==> src/rtl/irq_sequencer.sv <==
// irq_sequencer: takes the masked interrupt request, waits for an instruction
// boundary, pushes the PC and vectors to the ISR. On RETI it pops the PC back
// and drives a multi-cycle RTI pulse to the interrupt block.
//
// state      | meaning
// S_IDLE     | no interrupt activity
// S_WAIT_BND | request seen, waiting for an instruction boundary
// S_SAVE     | fetch stalled, current PC pushed to the stack
// S_VECT     | fetch stalled, PC loaded with the vector, acknowledge
// S_ISR      | executing the handler, requests ignored (no nesting)
// S_RESTORE  | fetch stalled, stack pop issued
// S_RET      | PC reloaded from the stack, RTI held for RTI_PULSE cycles
module irq_sequencer #(
  parameter int          PC_W      = 16,
  parameter int unsigned VECTOR    = 32'h0000_0010,
  parameter int          RTI_PULSE = 2
) (
  input  logic            CLK,
  input  logic            RESET,
  input  logic            REQI,
  input  logic            INSTR_DONE,
  input  logic            RETI_EXEC,
  input  logic [PC_W-1:0] PC_IN,
  input  logic [PC_W-1:0] POP_DATA,
  output logic            HOLD,
  output logic            PUSH_EN,
  output logic [PC_W-1:0] PUSH_DATA,
  output logic            POP_EN,
  output logic            PC_LOAD,
  output logic [PC_W-1:0] PC_OUT,
  output logic            INTA,
  output logic            IN_ISR,
  output logic            RTI,
  output logic            SPUR_RTI
);

  localparam logic [PC_W-1:0] L_VEC    = PC_W'(VECTOR);
  localparam logic [3:0]      L_CNT_LD = 4'(RTI_PULSE - 1);

  typedef enum logic [2:0] {
    S_IDLE, S_WAIT_BND, S_SAVE, S_VECT, S_ISR, S_RESTORE, S_RET
  } state_t;

  state_t          r_state;
  state_t          w_state_nxt;
  logic            r_req_q;
  logic [3:0]      r_cnt;
  logic            r_hold;
  logic            r_push_en;
  logic [PC_W-1:0] r_push_data;
  logic            r_pop_en;
  logic            r_pc_load;
  logic            r_vect_sel;
  logic            r_inta;
  logic            r_in_isr;
  logic            r_rti;

  // Next-state decision; every choice is made on the registered request.
  always_comb begin
    w_state_nxt = r_state;
    case (r_state)
      S_IDLE:     if (r_req_q) w_state_nxt = S_WAIT_BND;
      S_WAIT_BND: begin
        if (!r_req_q)        w_state_nxt = S_IDLE;
        else if (INSTR_DONE) w_state_nxt = S_SAVE;
      end
      S_SAVE:     w_state_nxt = S_VECT;
      S_VECT:     w_state_nxt = S_ISR;
      S_ISR:      if (RETI_EXEC) w_state_nxt = S_RESTORE;
      S_RESTORE:  w_state_nxt = S_RET;
      S_RET:      if (r_cnt == 4'd0) w_state_nxt = S_IDLE;
      default:    w_state_nxt = S_IDLE;
    endcase
  end

  // State, request sync, RTI down-counter and outputs registered from the next state.
  always_ff @(posedge CLK) begin
    if (!RESET) begin
      r_state     <= S_IDLE;
      r_req_q     <= 1'b0;
      r_cnt       <= 4'd0;
      r_hold      <= 1'b0;
      r_push_en   <= 1'b0;
      r_push_data <= '0;
      r_pop_en    <= 1'b0;
      r_pc_load   <= 1'b0;
      r_vect_sel  <= 1'b0;
      r_inta      <= 1'b0;
      r_in_isr    <= 1'b0;
      r_rti       <= 1'b0;
    end else begin
      r_state <= w_state_nxt;
      r_req_q <= REQI;
      if (r_state == S_RESTORE)
        r_cnt <= L_CNT_LD;
      else if (r_state == S_RET && r_cnt != 4'd0)
        r_cnt <= r_cnt - 4'd1;
      r_hold      <= (w_state_nxt == S_SAVE) || (w_state_nxt == S_VECT) ||
                     (w_state_nxt == S_RESTORE) || (w_state_nxt == S_RET);
      r_push_en   <= (w_state_nxt == S_SAVE);
      r_push_data <= (w_state_nxt == S_SAVE) ? PC_IN : '0;
      r_pop_en    <= (w_state_nxt == S_RESTORE);
      // PC load happens on vector entry and on the first RET cycle only.
      r_pc_load   <= (w_state_nxt == S_VECT) ||
                     (w_state_nxt == S_RET && r_state == S_RESTORE);
      r_vect_sel  <= (w_state_nxt == S_VECT);
      r_inta      <= (w_state_nxt == S_VECT);
      r_in_isr    <= (w_state_nxt == S_ISR) || (w_state_nxt == S_RESTORE);
      r_rti       <= (w_state_nxt == S_RET);
    end
  end

  // Stack read data only arrives in the first RET cycle, so the return PC is
  // muxed straight through rather than registered.
  assign PC_OUT    = r_pc_load ? (r_vect_sel ? L_VEC : POP_DATA) : '0;
  assign SPUR_RTI  = RESET & RETI_EXEC & (r_state != S_ISR);
  assign HOLD      = r_hold;
  assign PUSH_EN   = r_push_en;
  assign PUSH_DATA = r_push_data;
  assign POP_EN    = r_pop_en;
  assign PC_LOAD   = r_pc_load;
  assign INTA      = r_inta;
  assign IN_ISR    = r_in_isr;
  assign RTI       = r_rti;

endmodule

==> config.mk <==
export PLATFORM = sky130hd
export DESIGN_NAME = irq_sequencer
export DESIGN_NICKNAME = d
export VERILOG_FILES = /design/src/rtl/irq_sequencer.sv
export SDC_FILE = /design/constraint.sdc
export NUM_CORES = 1
export LEC_CHECK = 0
export ABC_CLOCK_PERIOD_IN_PS = 4430
export CAP_MARGIN = 20
export CORE_AREA = 4 4 63 65
export DETAILED_ROUTE_END_ITERATION = 10
export DIE_AREA = 0 0 67 69
export HOLD_SLACK_MARGIN = 0.15
export PLACE_DENSITY = 0.83
export SLEW_MARGIN = 40
export SYNTH_ARGS = -nofsm -noshare
export SYNTH_HDL_FRONTEND = slang
export SYNTH_SLANG_ARGS = --single-unit
==> constraint.sdc <==
create_clock -name CLK -period 4.43 [get_ports CLK]
set_input_delay 0.443 -clock CLK [delete_from_list [all_inputs] [get_ports CLK]]
set_output_delay 0.443 -clock CLK [all_outputs]
set_load 0.01 [all_outputs]
---- Word-level counts from Yosys, hierarchy flattened ----
Cells that the tools add are included.
word-level totals
  bits in registers ....................... 31
  bits in latches ......................... 0
  RAM bits ................................ 0
  memory bits (read-only) ................. 0
  word-level logic and storage cells ...... 51
  memories ................................ 0
operators by class
  add/subtract/negate cells ............... 1
  multiply operators ...................... 0
  div/mod/pow operators ................... 0
  magnitude comparators ................... 0
  eq/ne operators ......................... 12
  shifts and indexed selects .............. 0
  multiplexer cells ....................... 10
  bitwise logic cells ..................... 3
  reduce and logical (&&, ||, !) cells .... 13
operators with widths
  cell                                                                number
  16-bit two-way mux                                                  2
  3-bit case mux with 7 select lines                                  1
  3-bit == test, second input constant                                6
  3-bit two-way mux                                                   5
  3-bit by 2-bit == test with 1-bit output, second input constant     4
  1-bit logical OR                                                    5
  4-bit zero test                                                     1
  4-bit nonzero test                                                  1
  4-bit by 1-bit subtractor with 4-bit output, second input constant  1
  3-bit by 1-bit == test with 1-bit output, second input constant     1
  3-bit zero test                                                     1
  3-bit != test, second input constant                                1
  1-bit bitwise AND                                                   2
  1-bit logical AND                                                   2
  1-bit two-way mux                                                   2
  2-bit AND reduction                                                 1
  2-bit nonzero test                                                  1
  2-bit OR reduction                                                  1
  1-bit NOT                                                           1

---- Depth between registers and ports, before layout ----
Gate-level depths: netlist (run 1).
  depth in word-level cells ............... 7
  mapped depth ............................ 6
  depth with buffers taken out ............ 5

---- Least setup slack after synthesis (run 1) ----
Ideal clock, no wire load.
  path kind ............................... flip-flop to output port
  start ................................... register r_pc_load, in the netlist PC_LOAD
  end ..................................... output PC_OUT[10]
  arrival ................................. 1.015 ns
  path slack .............................. 2.972 ns
  stages on the path, launching flop included .. 4
  cells stage by stage .................... dfxtp_1 -> nor2b_1 -> clkbuf_1 -> and2_1
on the way
  longest elaborated chain between the ends .. 1
ends and longest elaborated chain
  element                   line  source
  start: declaration        52    logic r_pc_load;
  start signal: assignment  104   r_pc_load <= (w_state_nxt == S_VECT) ||
  16-bit two-way mux        115   assign PC_OUT = r_pc_load ? (r_vect_sel ? L_VEC : POP_DATA) : '0;
  end: declaration          30    output logic [PC_W-1:0] PC_OUT,
Every way passes these cells.

---- Worst setup path in the final report (run 1) ----
  start ................................... register r_state[2]
  end ..................................... output SPUR_RTI
on the way
  longest elaborated chain between the ends .. 2
ends and longest elaborated chain
  element                   line  source
  start: declaration        44    state_t r_state;
  start signal: assignment  92    r_state <= w_state_nxt;
  3-bit != test             116   assign SPUR_RTI = RESET & RETI_EXEC & (r_state != S_ISR);
  1-bit bitwise AND         116
  end: declaration          34    output logic SPUR_RTI
Every way passes these cells.

==> impl_results.md, run 1 <==
* Top Family by Delay on Critical Path: flip-flops
* Area of the multi-input gates at roughly 670 um2
* WL met1 at ~1600 um
* Switching part of the total power at 0.241
* Crit path DAT at between 2000 and 2500 ps
* Routed wl met3 at approximately 360 um
* Ys async rst share at 0
* Post-synthesis register bit count at 31
* Register-to-register setup slack at between 2000 and 3000 ps
* Crit-path cells: nor3b_1 > nor2_1 > clkdlybuf4s50_1
* Fin nets at 250
* Initial Util at 0.409
* CP Capture Type: primary output
* Worst skew pair latency at around 320 ps
* Drt pass-1 iters at 4
* Fin. max-slew vios at 0
* Port bufs at 76
* Syn Std Cell Area at approximately 0.0014 mm2
* Syn Area/Cell at slightly below 10 um2
* Final count of hold timing violations at 0
* Lkg Pwr at between 0.7 and 0.8 nW
* Period minus WS final at approximately 2500 ps
* Antenna-violating nets left at 0
* Internal power at about 0.00049 W
* Worst slew margin at 0.520
* Endpoint, Worst Hold: r_cnt[0]
* Max stage delay on crit path at ~700 ps
* Clock share of power at 0.353
* Crit path max-delay cell type: dfxtp_1
* Placed standard-cell area at between 0.002 and 0.0025 mm2
* Final TNS setup at 0 ps
* Top Ports at 77
* Worst Path Max Fanout at 18
* Grt ovf at 0
* Remaining DRCs at 0
* Switching pwr at ~0.00016 W
* Fraction of layout cells with a size suffix above 1 at 0.0610
* Gr usage total at 0.169
* Post-CTS resize count at 0
* Reg2reg path depth at 3
* Startpoint types: register
* Hold_sp: r_cnt[0]
* Initial antenna violation count at 0
* RSZ-0062 raised after global routing: false
* # fillers at approximately 290
* Core box area at 0.00334 mm2
* H-tree Lvls at 2
* Mapped Nets at around 180
* Design Power at 0.000647 W
* Final Util at 0.660
* Peak supply drop at between 0.0002 and 0.0003 V
* Netlist cell types at 38
* CP required at around 4000 ps
* Final setup fails at 0
* Synth Instances at 140
* HP Class: register to register
* Routed wl met2 at about 1900 um
* Routability Congestion at just over 0.8
* Clk slew on worst S/H paths at roughly 90 ps
* Critical Path Stages at 3
* Die ar. at 0.00462 mm2
* Routed vias/inst at 5.02
* Main synth FF type: dfxtp_1
* Highest metal used: met4
* Synth-to-layout area growth at 61.6%
* CTS tree: yes
* Max_cap viols at 0
* Post-CTS setup buffers at 0
* Drt first-iter violations at 24
* Reg-to-Reg End: PUSH_DATA[15]
* Largest area contributor in the netlist: dfxtp_1
* Final Cell Area at between 0.002 and 0.0025 mm2
* Worst Setup SP: r_state[2]
* Number of flops mapped to enable cells by yosys at 0
* Root buffer cell: clkbuf_4
* Sequential Power Share at 0.471
* Largest net degree at the start of global routing at 23
* Hold path depth at 2
* HPWL Detailed at about 3000 um
* Die Span X at 67 um
* Clk sinks at 31
* Final WL at roughly 3800 um
* Total CTS buffers at 5
* Vias at ~1300
* Fmax at between 300 and 400 MHz
* Top cell type's share of synthesized area at 0.455
* Worst r2r src: r_state[1]
* PD cells at around 290 mW/mm2
* Sequential element share of the synthesized area at 0.455
* Final Cycle Share at 0.567
* Buf+Inv Stages, Crit Path at 1
* First-pass GRT wire length at about 6000 um
* Ranking of synthesized cells by area: dfxtp_1, nor4b_1, and2_1, nor2b_1, buf_2
* Die Ht at roughly 69 um
* Rows at 21
* Vias in the first global route at between 1000 and 1500
* CTS Hold Buffers Added at 0
* Clock buffer depth at 2
* Outcome: finished clean
* Comb pwr share at 0.177
* Min Hold Slack at around 540 ps
* Avg WL per Cell at 14.7 um
* Seq. cell area at 621 um2
* Clock skew at between 4 and 5 ps
* # diodes at 0
* Critical path class: register to primary output
* Synth Warn # at 0
* Worst-Margin Slew at approximately 720 ps
-- Yosys cell counts (2+ instances only) --
| cell | number |
|---|---|
| buf_2 | 7 |
| nand4b_1 | 2 |
| nor2_1 | 6 |
| a21oi_1 | 4 |
| clkbuf_1 | 2 |
| o211ai_1 | 2 |
| nand3b_1 | 2 |
| inv_1 | 2 |
| buf_6 | 2 |
| nor3_1 | 2 |
| dfxtp_1 | 31 |
| nor4b_1 | 17 |
| nor3b_1 | 2 |
| nor2b_1 | 6 |
| nand2b_1 | 2 |
| and2_1 | 17 |
| nand3_1 | 3 |
| o21ai_0 | 3 |
| o21a_1 | 3 |
| a31oi_1 | 2 |
| nand2_1 | 6 |
-- area by class of cell --
class,instances,share of cell area
Inverter,2,0.00341
Multi-Input combinational cell,96,0.304
Clock buffer,6,0.0233
Clock inverter,2,0.0159
Sequential cell,31,0.282
Tap cell,46,0.0261
Timing Repair Buffer,76,0.345
-- worst reg2reg max path, stage by stage (launching register included) --
cell     delay (ps)
dfxtp_1         780
and4b_1         290
o21ai_2         570
nor4b_1         150
-- power by group through the flow --
| stage | logic (W) | registers [W] | clock network, W |
|---|---|---|---|
| finish | 0.000114 | 0.000305 | 0.000228 |
| global route | 0.000124 | 0.000307 | 0.000251 |
| CTS | 0.000115 | 0.000305 | 0.000234 |
| detailed placement | 0.000115 | 0.000311 | 0 |
| global placement | 0.000111 | 0.000310 | 0 |
| floorplan | 0.0000595 | 0.000304 | 0 |
-- flip-flops by register name, summed over array words and instances (netlist names) --
name and cells:
PUSH_EN 1, r_state 3, r_cnt 4, INTA 1, RTI 1, IN_ISR 1
POP_EN 1, r_req_q 1, PUSH_DATA 16, PC_LOAD 1, HOLD 1
-- routing by layer --
metal  vias to the layer above  global-route usage
met2                        61               0.287
li1                        646                   -
met3                         4              0.0536
met1                       588               0.204
met5                         -                   0
met4                         0              0.0405
-- cells by family after synthesis --
kind of cell	after synthesis	share of synthesized area
and+or+nand+nor	71	0.350
buffers and inverters	13	0.0532
xor gates and xnor gates	1	0.00642
AOI/OAI and AO/OA	22	0.119
muxes	1	0.00734
DFF	31	0.455
adders and majority gates	1	0.00917
-- layout by cell type (no fill, tap or decap), types with 2 or more instances in the layout --
cell type	synthesis	layout
dfxtp_1	31	31
clkdlybuf4s50_1	0	76
and2_1	17	17
nor3_1	2	2
nand2_1	6	6
o21a_1	3	3
a31oi_1	2	2
nor4b_1	17	17
nand2b_1	2	2
inv_1	2	2
nor2b_1	6	6
nand3_1	3	3
o21ai_0	3	3
nand3b_1	2	2
clkbuf_4	0	5
nor3b_1	2	2
a21oi_1	4	4
o211ai_1	2	2
nor2_1	6	6
nand4b_1	2	2
-- through the flow --
step,setup slack [ps],cells
floorplan,2970,140
global placement,2130,251
detailed placement,2090,251
CTS,1930,259
global route,1710,259
finish,1920,259
-- how the worst max path moves through the flow --
stage	slack (ps)	to
final	1920	SPUR_RTI
after global routing	1710	SPUR_RTI
after CTS	1930	SPUR_RTI
after detailed placement	2090	SPUR_RTI
after global placement	2130	SPUR_RTI
after floorplan	2970	PC_OUT[10]
No activity file was read; power rests on OpenSTA's default activity.
==> run 2, diff against run 1 <==
==> config.mk (replaced) <==
export PLATFORM = sky130hd
export DESIGN_NAME = irq_sequencer
export DESIGN_NICKNAME = d
export VERILOG_FILES = /design/src/rtl/irq_sequencer.sv
export SDC_FILE = /design/constraint.sdc
export NUM_CORES = 1
export LEC_CHECK = 0
export ABC_CLOCK_PERIOD_IN_PS = 2050
export CAP_MARGIN = 20
export CORE_AREA = 4 4 69 71
export DETAILED_ROUTE_END_ITERATION = 10
export DIE_AREA = 0 0 73 75
export HOLD_SLACK_MARGIN = 0.15
export PLACE_DENSITY = 0.73
export SLEW_MARGIN = 40
export SYNTH_ARGS = -nofsm -noshare
export SYNTH_HDL_FRONTEND = slang
export SYNTH_SLANG_ARGS = --single-unit
==> constraint.sdc (replaced) <==
create_clock -name CLK -period 2.05 [get_ports CLK]
set_input_delay 0.205 -clock CLK [delete_from_list [all_inputs] [get_ports CLK]]
set_output_delay 0.205 -clock CLK [all_outputs]
set_load 0.01 [all_outputs]
==> impl_results.md, run 2 (synthesized netlist as in run 1, its figures left out) <==
* Gr usage total at 0.128
* HP Class: input port to register
* Final Cycle Share at 0.926
* Rows at 24
* Initial Util at 0.322
* CP Capture Type: primary output
* Initial antenna violation count at 0
* Buf+Inv Stages, Crit Path at 1
* Fmax at between 500 and 600 MHz
* # diodes at 0
* Drt pass-1 iters at 4
* First-pass GRT wire length at approximately 5500 um
* Root buffer cell: clkbuf_8
* Routability Congestion at roughly 0.8
* RSZ-0062 raised after global routing: false
* Largest net degree at the start of global routing at 19
* Peak supply drop at ~0.00039 V
* PD cells at about 670 mW/mm2
* Crit path DAT at between 1500 and 2000 ps
* Met2 Track Usage GR at 0.196
* Die Ht at ~75 um
* Crit path max-delay cell type: dfxtp_1
* Crit-path cells: nor3b_1 > nor2_1 > clkdlybuf4s50_1
* Final setup fails at 0
* Outcome: finished clean
* Port bufs at 76
* Die Span X at ~73 um
* Final count of hold timing violations at 0
* Fraction of layout cells with a size suffix above 1 at 0.103
* Routed vias/inst at just under 5
* H-tree Lvls at 2
* Worst slew margin at 0.693
* Top Family by Delay on Critical Path: flip-flops
* Commonest cells after routing, fill and taps aside: clkdlybuf4s50_1, dfxtp_1, and2_1, nor4b_1, buf_4
* Design Power at approximately 0.0015 W
* Clock buffer depth at 2
* Final TNS setup at 0 ps
* Fin nets at 260
* Final WL at between 3000 and 4000 um
* Clk slew on worst S/H paths at about 60 ps
* Routing usage on met1 at 0.165
* Startpoint types: register
* Drt first-iter violations at 38
* Critical path class: register to primary output
* Die ar. at around 0.0055 mm2
* Core box area at 0.00423 mm2
* Grt ovf at 0
* Max_cap viols at 0
* Worst skew pair latency at 280 ps
* Worst Path Max Fanout at 12
* Vias in the first global route at around 1200
* Lkg Pwr at around 0.86 nW
* Synth-to-layout area growth at 69.9%
* Antenna-violating nets left at 0
* Clk sinks at 31
* Post-CTS setup buffers at 0
* Top Ports at 77
* Fin. max-slew vios at 0
* Total CTS buffers at 5
* Met3 GRT Util at 0.0521
* Max stage delay on crit path at around 550 ps
* CTS tree: yes
* CTS Hold Buffers Added at 0
* Vias at ~1300
* Commonest non-fill, non-tap cell in the layout: clkdlybuf4s50_1
* Clock skew at 1.54 ps
* Period minus WS final at between 1500 and 2000 ps
* Post-CTS resize count at 0
* Number of flip-flops in the largest register at 16
* Worst-Margin Slew at roughly 460 ps
* Avg WL per Cell at between 10 and 15 um
* CP required at between 1500 and 2000 ps
* Remaining DRCs at 0
* HPWL Detailed at ~2700 um
* Gr busiest metal: met2
-- run 2: cell types whose count changed in the layout (fill, tap and decap cells not counted) --
cell,previous run,this run
buf_4,0,10
clkbuf_4,5,0
clkbuf_8,1,6
-- run 2: final timing paths --
check             start       endpoint  slack (ps)  depth (start not counted)
max          r_state[2]       SPUR_RTI         150                          3
min            PC_IN[3]   PUSH_DATA[3]         490                          2
max reg2reg  r_state[1]  PUSH_DATA[10]         440                          5
min reg2reg    r_cnt[0]       r_cnt[0]         530                          2
-- run 2: layout make-up --
class                      instances  area, um2
tap                               52       65.1
inverter                           2       7.51
multi-input combinational         96        671
clock inverter                     2       35.0
clock buffer                       6       82.6
timing repair buffer              86        836
fill                             404       1920
sequential                        31        621
-- run 2: metrics by stage --
step	hold WS, ps	instances	area (um2)	setup WS [ps]	util
after floorplan	332	140	1360	663	-
after global placement	511	267	2200	367	0.520
after detailed placement	523	267	2200	358	0.520
after CTS	488	275	2320	150	0.547
after global routing	488	275	2320	67.9	0.547
final	492	275	2320	151	0.547
-- run 2: where the power goes --
| part | internal [W] | switching (W) | leakage (nW) |
|---|---|---|---|
| combinational | 0.000168 | 0.000112 | 0.547 |
| sequential | 0.000625 | 0.0000194 | 0.251 |
| clock | 0.000393 | 0.000224 | 0.0612 |
-- run 2: metal layers --
metal | vias up | routed length [um]
met4 | 0 | 48
met2 | 66 | 1500
met5 | - | 0
met1 | 587 | 1530
li1 | 661 | -
met3 | 7 | 422
